### src/rtl/micro1_pin_host_if.sv
// Local command/response port of the micro1 pin host.
// Latency: n/a (signal bundle only).
// Backpressure: cmd side uses valid/ready, rsp side is a one-cycle pulse with no backpressure.
interface micro1_pin_host_if;
    logic       cmd_valid;
    logic       cmd_ready;
    logic       cmd_write;
    logic [7:0] cmd_data;
    logic       rsp_valid;
    logic [7:0] rsp_data;
    logic       rsp_timeout;

    // master = command issuer, slave = the pin host
    modport master (
        output cmd_valid, cmd_write, cmd_data,
        input  cmd_ready, rsp_valid, rsp_data, rsp_timeout
    );

    modport slave (
        input  cmd_valid, cmd_write, cmd_data,
        output cmd_ready, rsp_valid, rsp_data, rsp_timeout
    );
endinterface

### src/rtl/micro1_pin_host.sv
// Drives one byte read/write per command over the micro1 4-phase REQ/ACK pin link.
// Latency: 1 setup cycle + ACK wait + release wait + 1 response cycle; each wait bounded by TIMEOUT_CYCLES.
// Backpressure: cmd_ready low from accept until the cycle after the response; offers while busy are dropped.
module micro1_pin_host #(
    parameter int TIMEOUT_CYCLES = 255,
    parameter int SYNC_STAGES    = 2
) (
    input  logic                    clk,
    input  logic                    rst,
    micro1_pin_host_if.slave        bus,
    output logic                    busy,
    output logic [7:0]              pin_ui,
    output logic [7:0]              pin_uio_drv,
    input  logic [7:0]              pin_uo,
    input  logic [7:0]              pin_uio,
    input  logic [7:0]              pin_uio_oe
);

    localparam int TW = $clog2(TIMEOUT_CYCLES);
    localparam logic [TW-1:0] TIMER_LAST = TW'(TIMEOUT_CYCLES - 1);

    typedef enum logic [2:0] {
        S_IDLE,
        S_SETUP,
        S_REQ_HI,
        S_REQ_LO,
        S_RESP
    } state_t;

    state_t                 state;
    state_t                 state_nxt;
    logic                   timeout_nxt;

    logic                   ack_raw;
    logic                   ack_s;
    logic [SYNC_STAGES-1:0] ack_sync;

    logic [TW-1:0]          timer;
    logic                   timer_done;

    logic                   cmd_ready_q;
    logic                   accept;
    logic                   is_read_q;
    logic                   timeout_q;
    logic [7:0]             ui_q;
    logic [7:0]             rd_data_q;
    logic                   req_q;
    logic                   rd_q;
    logic                   unused_pins;

    // A device that is not driving uio[1] cannot be acknowledging.
    assign ack_raw = pin_uio[1] & pin_uio_oe[1];
    assign unused_pins = ^{pin_uio[7:2], pin_uio[0], pin_uio_oe[7:2], pin_uio_oe[0]};

    always_ff @(posedge clk or posedge rst) begin
        if (rst) begin
            ack_sync <= '0;
        end else begin
            ack_sync[0] <= ack_raw;
            for (int i = 1; i < SYNC_STAGES; i++) begin
                ack_sync[i] <= ack_sync[i-1];
            end
        end
    end

    assign ack_s      = ack_sync[SYNC_STAGES-1];
    assign accept     = bus.cmd_valid & cmd_ready_q;
    assign timer_done = (timer == TIMER_LAST);

    always_comb begin
        state_nxt   = state;
        timeout_nxt = 1'b0;
        case (state)
            S_IDLE: begin
                if (accept) begin
                    state_nxt = S_SETUP;
                end
            end
            S_SETUP: begin
                state_nxt = S_REQ_HI;
            end
            S_REQ_HI: begin
                if (ack_s) begin
                    state_nxt = S_REQ_LO;
                end else if (timer_done) begin
                    state_nxt   = S_RESP;
                    timeout_nxt = 1'b1;
                end
            end
            S_REQ_LO: begin
                if (!ack_s) begin
                    state_nxt = S_RESP;
                end else if (timer_done) begin
                    state_nxt   = S_RESP;
                    timeout_nxt = 1'b1;
                end
            end
            S_RESP: begin
                state_nxt = S_IDLE;
            end
            default: begin
                state_nxt = S_IDLE;
            end
        endcase
    end

    // Every pin and handshake output is a flop so reset clears the link at once.
    always_ff @(posedge clk or posedge rst) begin
        if (rst) begin
            state       <= S_IDLE;
            cmd_ready_q <= 1'b0;
            req_q       <= 1'b0;
            rd_q        <= 1'b0;
            ui_q        <= 8'h00;
            is_read_q   <= 1'b0;
            timeout_q   <= 1'b0;
            rd_data_q   <= 8'h00;
            timer       <= '0;
        end else begin
            state       <= state_nxt;
            cmd_ready_q <= (state_nxt == S_IDLE);
            req_q       <= (state_nxt == S_REQ_HI);

            if (state_nxt != state) begin
                timer <= '0;
            end else if (state == S_REQ_HI || state == S_REQ_LO) begin
                timer <= timer + TW'(1);
            end

            if (accept) begin
                is_read_q <= ~bus.cmd_write;
                rd_q      <= ~bus.cmd_write;
                ui_q      <= bus.cmd_write ? bus.cmd_data : 8'h00;
                timeout_q <= 1'b0;
            end else if (state_nxt == S_RESP) begin
                rd_q      <= 1'b0;
                ui_q      <= 8'h00;
                timeout_q <= timeout_nxt;
            end

            if (state == S_REQ_HI && ack_s && is_read_q) begin
                rd_data_q <= pin_uo;
            end
        end
    end

    assign bus.cmd_ready   = cmd_ready_q;
    assign bus.rsp_valid   = (state == S_RESP);
    assign bus.rsp_timeout = (state == S_RESP) & timeout_q;
    assign bus.rsp_data    = ((state == S_RESP) && is_read_q && !timeout_q) ? rd_data_q : 8'h00;
    assign busy            = (state != S_IDLE);
    assign pin_ui          = ui_q;
    assign pin_uio_drv     = {5'b00000, rd_q, 1'b0, req_q};

endmodule

### src/flat_wrapper.sv
// flat-port wrapper written by rule: the top's interface ports become plain ports
module micro1_pin_host_flat 
#(
    parameter int TIMEOUT_CYCLES = 255,
    parameter int SYNC_STAGES    = 2
)
  (clk, rst, busy, pin_ui, pin_uio_drv, pin_uo, pin_uio, pin_uio_oe, bus_cmd_valid, bus_cmd_write, bus_cmd_data, bus_cmd_ready, bus_rsp_valid, bus_rsp_data, bus_rsp_timeout);
  micro1_pin_host_if bus_i ();
  input  logic clk;
  input  logic rst;
  output logic busy;
  output logic [7:0] pin_ui;
  output logic [7:0] pin_uio_drv;
  input  logic [7:0] pin_uo;
  input  logic [7:0] pin_uio;
  input  logic [7:0] pin_uio_oe;
  input wire logic [$bits(bus_i.cmd_valid)-1:0] bus_cmd_valid;
  input wire logic [$bits(bus_i.cmd_write)-1:0] bus_cmd_write;
  input wire logic [$bits(bus_i.cmd_data)-1:0] bus_cmd_data;
  output wire logic [$bits(bus_i.cmd_ready)-1:0] bus_cmd_ready;
  output wire logic [$bits(bus_i.rsp_valid)-1:0] bus_rsp_valid;
  output wire logic [$bits(bus_i.rsp_data)-1:0] bus_rsp_data;
  output wire logic [$bits(bus_i.rsp_timeout)-1:0] bus_rsp_timeout;
  assign bus_i.cmd_valid = bus_cmd_valid;
  assign bus_i.cmd_write = bus_cmd_write;
  assign bus_i.cmd_data = bus_cmd_data;
  assign bus_cmd_ready = bus_i.cmd_ready;
  assign bus_rsp_valid = bus_i.rsp_valid;
  assign bus_rsp_data = bus_i.rsp_data;
  assign bus_rsp_timeout = bus_i.rsp_timeout;
  micro1_pin_host #(.TIMEOUT_CYCLES(TIMEOUT_CYCLES), .SYNC_STAGES(SYNC_STAGES)) u_core (.clk(clk), .rst(rst), .bus(bus_i), .busy(busy), .pin_ui(pin_ui), .pin_uio_drv(pin_uio_drv), .pin_uo(pin_uo), .pin_uio(pin_uio), .pin_uio_oe(pin_uio_oe));
endmodule
### config.mk
export PLATFORM = sky130hd
export DESIGN_NAME = micro1_pin_host_flat
export DESIGN_NICKNAME = d
export VERILOG_FILES = /design/src/rtl/micro1_pin_host_if.sv /design/src/rtl/micro1_pin_host.sv /design/src/flat_wrapper.sv
export SDC_FILE = /design/constraint.sdc
export NUM_CORES = 1
export LEC_CHECK = 0
export CAP_MARGIN = 20
export CORE_UTILIZATION = 43
export CTS_BUF_LIST = sky130_fd_sc_hd__clkbuf_4 sky130_fd_sc_hd__clkbuf_8 sky130_fd_sc_hd__clkbuf_16
export DETAILED_ROUTE_END_ITERATION = 7
export HOLD_SLACK_MARGIN = 0.05
export PLACE_DENSITY = 0.79
export SYNTH_ARGS = -nofsm -noshare
export SYNTH_HDL_FRONTEND = slang
export SYNTH_SLANG_ARGS = --single-unit
### constraint.sdc
create_clock -name clk -period 1.9 [get_ports clk]
set_clock_uncertainty 0.2 [all_clocks]
set_input_delay 0.38 -clock clk [delete_from_list [all_inputs] [get_ports clk]]
set_output_delay 0.38 -clock clk [all_outputs]
set_load 0.005 [all_outputs]
**Yosys cells after proc, flatten, opt, wreduce, memory -nomap -nowiden**

Index checks and enable logic that the tools add are counted.

- Bits in read-only memories: 0
- Bits in registers: 34
- Memories: 0
- Input bits: 36
- Bits in latches: 0
- Bits in writable memories: 0

- Add/sub/neg operators: 1
- Multiply operators: 0
- Muxes and demuxes: 19
- Reductions and logical operators: 11
- Shifts and indexed selects: 0
- Eq/ne operators: 8
- Order comparisons: 0
- Bitwise logic cells: 4
- Divide/modulo/power cells: 0

Operators by type and width:

| operator | number |
|---|---|
| $mux W8 | 6 |
| $mux W3 | 4 |
| $pmux W3 S4 | 1 |
| $eq A3 B2 Y1 const B | 3 |
| $add A8 B1 Y8 const B | 1 |
| $eq A8 B8 Y1 const B | 1 |
| $mux W1 | 7 |
| $eq A3 B3 Y1 const B | 2 |
| $logic_not A3 Y1 | 2 |
| $logic_and A1 B1 Y1 | 4 |
| $reduce_bool A2 Y1 | 2 |
| $and A1 B1 Y1 | 3 |
| $eq A3 B1 Y1 const B | 1 |
| $ne A3 B3 Y1 | 1 |
| $reduce_bool A3 Y1 | 1 |
| $pmux W1 S2 | 1 |
| $logic_not A1 Y1 | 1 |
| $logic_or A1 B1 Y1 | 1 |
| $not A1 Y1 | 1 |

**Logic depth before layout (Yosys ltp)**

Gate-level depths: netlist of run 1.

- Word-level depth: 7
- Depth in mapped cells: 6
- Mapped depth without buffers: 6

**Least setup slack after synthesis of run 1**

OpenSTA, ideal clock, no wires.

- Path kind: reg-to-output
- Start: register u_core.state[0]
- End: output port bus_rsp_data[0]
- Setup slack: 0.115 ns
- Cell stages (with the launch flop): 5
- Path buffers: 0
- Data required time: 1.320 ns
- Arrival time: 1.205 ns
- Cell sequence: dfrtp_1 -> nor2_1 -> and2_1 -> and3b_1 -> and2_1

- Cells in the longest elaborated chain, start to end: 4

RTL lines:

| element | line | source |
|---|---|---|
| start: declaration | micro1_pin_host.sv:30 | `state_t state;` |
| start signal: assignment | micro1_pin_host.sv:120 | `state <= state_nxt;` |
| $eq A3 B3 Y1 | -- |  |
| named net bus_rsp_valid | flat_wrapper.sv:21 | `output wire logic [$bits(bus_i.rsp_valid)-1:0] bus_rsp_valid;` |
| $logic_and A1 B1 Y1 (2 in a row) | micro1_pin_host.sv:150 | `assign bus.rsp_data = ((state == S_RESP) && is_read_q && !timeout_q) ? rd_data_q : 8'h00;` |
| $mux W8 | micro1_pin_host.sv:150 |  |
| end: declaration | flat_wrapper.sv:22 | `output wire logic [$bits(bus_i.rsp_data)-1:0] bus_rsp_data;` |

The timed path passes the listed nets, and every way through them passes these cells.

**Worst setup path in the final report of run 1**

- Start: register u_core.state[1]
- End: output port bus_rsp_data[7]

- Cells in the longest elaborated chain, start to end: 4

RTL lines:

| element | line |
|---|---|
| $eq A3 B3 Y1 | micro1_pin_host.sv:150 |
| $logic_and A1 B1 Y1 (2 in a row) | micro1_pin_host.sv:150 |
| $mux W8 | micro1_pin_host.sv:150 |

Every way passes these cells.

==> results of run 1 <==
==> layer usage <==
layer	GRT usage, %	up-vias	part of all wire, %
li1	-	624	-
met1	22.6	646	41
met2	32.6	39	53
met3	5.18	8	4.5
met4	6.53	0	1.7
met5	0	-	0
==> final timing paths <==
| check | from | end | slack, ns | cells after the start |
|---|---|---|---|---|
| min | u_core.ack_sync[0] | u_core.ack_sync[1] | 0.15 | 0 |
| min reg2reg | u_core.ack_sync[0] | u_core.ack_sync[1] | 0.15 | 0 |
| min in group asynchronous | rst | u_core.pin_ui[5] | 0.29 | 3 |
| max | u_core.state[1] | bus_rsp_data[7] | -0.25 | 7 |
| max reg2reg | u_core.state[1] | u_core.rd_data_q[5] | 0.13 | 5 |
| max in group asynchronous | rst | u_core.timer[2] | 0.91 | 3 |
==> per-stage QoR <==
| step | hold slack, ns | TNS (ns) | std cells | worst slack (ns) |
|---|---|---|---|---|
| floorplan | 0.131 | 0 | 149 | 0.115 |
| global placement | 0.137 | -1.95 | 241 | -0.248 |
| detailed placement | 0.138 | -2.41 | 241 | -0.288 |
| CTS | 0.153 | -1.64 | 253 | -0.243 |
| global route | 0.167 | -2.24 | 255 | -0.309 |
| finish | 0.152 | -1.73 | 255 | -0.254 |
==> cell usage after synthesis (3+ instances only) <==
cell / number
dfrtp_1: 34
and2_1: 11
buf_4: 10
a22o_1: 8
mux2_2: 8
nor3_1: 8
nor2_1: 7
a21oi_1: 4
and3_1: 4
inv_1: 4
nand2_1: 4
nand4_1: 4
xnor2_1: 4
nand3_1: 3
xor2_1: 3
==> power breakdown <==
part | internal, mW | total (mW) | leakage, nW | switching [mW]
Combinational | 0.775 | 1.36 | 0.574 | 0.585
Sequential | 0.993 | 1.16 | 0.434 | 0.168
Clock | 0.306 | 0.543 | 0.0517 | 0.237
==> state kept, by name, indices dropped and copies added (netlist names) <==
register	cells
u_core.ack_sync	2
u_core.bus.cmd_ready	1
u_core.is_read_q	1
u_core.pin_ui	8
u_core.rd_data_q	8
u_core.rd_q	1
u_core.req_q	1
u_core.state	3
u_core.timeout_q	1
u_core.timer	8
==> layout make-up <==
class,count,area share [%]
clock buffers,7,3.85
clock inverters,1,0.214
inverters,4,0.642
multi-input cells,98,31.8
flip-flops and latches,34,36.4
well taps,48,2.57
repair buffers,63,24.6
==> kinds of logic (layout without fill, tap and decap cells) <==
logic type | after synthesis | in the layout | synth area share, %
multiplexers | 8 | 8 | 5.44
flip-flops | 34 | 34 | 51.4
AND/OR/NAND/NOR | 51 | 51 | 18.5
buffers and inverters | 17 | 75 | 6.19
adder cells (fa/ha/maj) | 2 | 2 | 1.51
other | 1 | 6 | 0.226
XOR/XNOR | 7 | 7 | 3.70
AO/OA/AOI/OAI | 24 | 24 | 13.1
==> what timing repair did <==
item / in CTS / in global routing
endpoints found under the setup margin: 11 / 11
pin swaps: 7 / 1
hold endpoints to repair: 0 / 0
gates resized for setup: 49 / 6
buffers inserted: 6 / 2
==> flow_metrics.tcl, run 1 <==
set metrics [dict create \
    drt_wl_total_mm 3.49 \
    end_kind "output pin" \
    drc 0 \
    power_density_nw_per_um2 1310 \
    portBuffers 43 \
    final_cell_area_um2 2340 \
    dpl_cell_area_um2 2180 \
    grt_usage_pct 18.9 \
    n_antenna_cell 0 \
    syn_avg_cell_area_um2 11.5 \
    fmax_mhz 464 \
    synthTopCellsByArea "dfrtp_1 51%, mux2_2 5.4%, buf_4 4.5%, a22o_1 4.2%, and2_1 4.2%" \
    synth.distinct_cells 37 \
    post_synth_inst_count 144 \
    grt_pass1_vias 1387 \
    rows 22 \
    start_util_pct 44.9 \
    synth_top_cell_by_area "dfrtp_1" \
    p_leak_nw 1.06 \
    coreArea_um2 3690 \
    ys.flop_type "dfrtp_1" \
    tritoncts "done" \
    status "finished with violations" \
    seqCellArea_um2 851 \
    die_y_um 64.1 \
    cap_violations 0 \
    syn-cell-area_um2 1660 \
    crit_fanout 4 \
    dieArea_um2 4100 \
    cp_slowest_stage_delay_ns 0.39 \
    multiInputGateArea_um2 743 \
    crit_slowest_cell "dfrtp_1" \
    nFillCells 303 \
    violations "negative setup slack" \
    crit_type "reg2out" \
    setup_violations 9 \
    vias_per_cell 5.16 \
    drtPass1Iterations 4 \
    path_delay_family "simple AND/OR/NAND/NOR gates" \
    h-tree-depth 2 \
    total_power_mw 3.06 \
    setup_slack_ns -0.254 \
    async_flop_share_pct 100 \
    cp_num_buf_inv 3 \
    synth_edf_count 0 \
    cts_root_buf "clkbuf_8" \
    layout_commonest_cell "dfrtp_1" \
    grt_setup_unrepaired "yes" \
    grt_max_degree 35 \
    clock-sinks 34 \
    cts_buffer_depth 2 \
    boundaryPins 64 \
    wl_per_cell_um 13.7 \
    ys_warn_count 0 \
    worstSetupStartpointType "flip-flop" \
    antenna_found_initial 0 \
    final_cell_mix "34 x dfrtp_1, 32 x clkdlybuf4s50_1, 16 x buf_4" \
    drtIter0Drc 33 \
    crit_chain "nor2_2 -> and2_4 -> and3b_2 -> buf_6 -> buf_6 -> and2_4 -> buf_6" \
    cpMostUsedCell "buf_6" \
    fin_nets 244 \
    insertion_delay_ns 0.28 \
    grt-ovfl-total 0 \
    fin_util_pct 63.4 \
    period_share_pct 113 \
    cts.reportedPaths.clkPinSlew_ns 0.06 \
    peakVddDrop_mv 0.803 \
    final_hold_viol_count 0 \
    grt_pass1_wl_mm 5.95 \
    gp_congestion 0.854 \
    dp_hpwl_mm 2.47 \
    crit_required_ns 1.32 \
    slew_viol_final 0 \
    ys_seq_area_share_pct 51.4 \
    ys_ff_latch 34 \
    synth_top_area_share_pct 51.4 \
    final_antenna_net_count 0 \
    layout-drive-gt1-share_pct 29.0 \
    fp.dieW_um 64.1 \
    critical_path_arrival_ns 1.57 \
    num_vias 1317 \
    hp-class "reg2reg" \
    cts_buffers 5 \
    hold_buffers 0 \
    post-route-min-period_ns 2.15 \
    syn_to_final_growth_pct 41.2 \
]
Note: power is estimated with default switching activity, not from simulation.
==> run 2: changes to the inputs <==
- CORE_MARGIN: default -> 2
==> run 2 against run 1 <==
Net effect:
- the flow still finishes with violations (negative setup slack)
- clock-buffer cell count stayed put
- global-route usage is 0.066 points higher
- largest power group unchanged
- sequential cell count stayed put
- non-clock buffer count is 1 higher
- sequential share of layout area is 0.21 points lower
==> flow_metrics.tcl, run 2 (synthesis gave the netlist of run 1 again) <==
set metrics [dict create \
    boundaryPins 64 \
    crit_start "u_core.state[0]" \
    antenna_found_initial 0 \
    fmax_mhz 472 \
    cp_num_buf_inv 2 \
    grt_setup_unrepaired "yes" \
    worstHoldStart "u_core.ack_sync[0]" \
    grt_pass1_vias 1348 \
    n_antenna_cell 0 \
    violations "negative setup slack" \
    cp_slowest_stage_delay_ns 0.39 \
    final_antenna_net_count 0 \
    grt_pass1_wl_mm 6.20 \
    layout-drive-gt1-share_pct 29.8 \
    setup_slack_ns -0.218 \
    hold_end "u_core.ack_sync[1]" \
    dpl_cell_area_um2 2200 \
    end_kind "output pin" \
    crit_slowest_cell "dfrtp_1" \
    drc 0 \
    setup_violations 9 \
    path_delay_family "simple AND/OR/NAND/NOR gates" \
    r2r-end "u_core.timer[6]" \
    vias_per_cell 5.18 \
    tritoncts "done" \
    final_cell_area_um2 2350 \
    status "finished with violations" \
    die_y_um 66.1 \
    grt-ovfl-total 0 \
    drtIter0Drc 36 \
    peakVddDrop_mv 0.672 \
    cts_root_buf "clkbuf_8" \
    r2r_start "u_core.state[1]" \
    h-tree-depth 2 \
    fin_nets 245 \
    grt_max_degree 35 \
    crit_fanout 7 \
    seqCellArea_um2 851 \
    dp_hpwl_mm 2.61 \
    gp_congestion 0.827 \
    power_density_nw_per_um2 1320 \
    pre_cts_slack_ns -0.283 \
    hold_depth 0 \
    nFillCells 308 \
    final_cell_mix "34 x dfrtp_1, 32 x clkdlybuf4s50_1, 19 x buf_4" \
    num_vias 1327 \
    worstSetupStartpointType "flip-flop" \
    clock-sinks 34 \
    wl_per_cell_um 14.7 \
    critical_path_arrival_ns 1.54 \
    drt_wl_total_mm 3.77 \
    period_share_pct 111 \
    grt_usage_pct 19.0 \
    rows 22 \
    insertion_delay_ns 0.28 \
    slew_viol_final 0 \
    cts.reportedPaths.clkPinSlew_ns 0.06 \
    crit_chain "nor2_2 -> and2_4 -> and3b_2 -> buf_6 -> and2_4 -> buf_6" \
    post-route-min-period_ns 2.12 \
    syn_to_final_growth_pct 42.1 \
    crit_required_ns 1.32 \
    start_util_pct 44.9 \
    final_hold_viol_count 0 \
    multiInputGateArea_um2 751 \
    portBuffers 43 \
    dieArea_um2 4370 \
    hp-class "reg2reg" \
    cap_violations 0 \
    total_power_mw 3.11 \
    p_leak_nw 1.07 \
    coreArea_um2 3690 \
    cts_buffer_depth 2 \
    reg2regPathDepth 6 \
    crit_type "reg2out" \
    layout_commonest_cell "dfrtp_1" \
    drtPass1Iterations 4 \
    r2r_slack_ns 0.14 \
    fp.dieW_um 66.1 \
    cts_buffers 5 \
    finalSetupTns_ns -1.88 \
]
[run 2: cell count changes in the layout (fill, tap and decap cells not counted), sizes merged]
cell,before,now
buf,29,31
clkbuf,8,7
[run 2: worst max-delay path by stage]
stage                                 end  slack, ns  cells past startpoint
after floorplan           bus_rsp_data[0]       0.11                      4
after global placement    bus_rsp_data[0]      -0.25                      5
after detailed placement  bus_rsp_data[0]      -0.28                      5
after CTS                            busy      -0.19                      3
after global routing      bus_rsp_data[6]      -0.28                      6
final                     bus_rsp_data[6]      -0.22                      6
[run 2: layout make-up]
class                   count  share of cell area, %
flip-flops and latches     34                   36.2
multi-input cells          98                   31.9
repair buffers             64                   24.7
clock buffers               7                   3.83
well taps                  48                   2.55
inverters                   4                  0.638
clock inverters             1                  0.213
[run 2: worst reg2reg max path: stages, from the launching register on]
cell       delay (ns)
dfrtp_1          0.40
buf_4            0.20
and3_1           0.19
a21oi_1          0.14
a2bb2oi_2        0.26
buf_4            0.19
nor3_1           0.06
[run 2: report_power, final]
group          leakage, nW  internal [mW]  switching (mW)  total (mW)
Clock               0.0517          0.306           0.241       0.546
Sequential           0.434          0.994           0.163        1.16
Combinational        0.585          0.809           0.603        1.41
Total                 1.07           2.11            1.01        3.11
[run 2: stage by stage]
stage | hold slack, ns | std cells | util [%]
3_5_place_dp | 0.146 | 243 | 59.6
6_report | 0.158 | 256 | 63.8
5_1_grt | 0.163 | 256 | 63.8
4_1_cts | 0.161 | 255 | 62.6
2_1_floorplan | 0.131 | 149 | -
3_3_place_gp | 0.135 | 243 | 59.6
[run 2: routing by layer]
layer  share of wire [%]  global-route usage [%]
met5                   0                       0
met4                 2.0                    6.38
met1                  41                    22.1
met2                  51                    33.7
met3                 5.6                    5.11
[run 2: what timing repair did]
item,CTS,global route
hold buffers,0,0
setup endpoints to repair,13,13
cloned,0,0
pin swaps,7,4
setup buffers,6,2
resized for setup,46,12
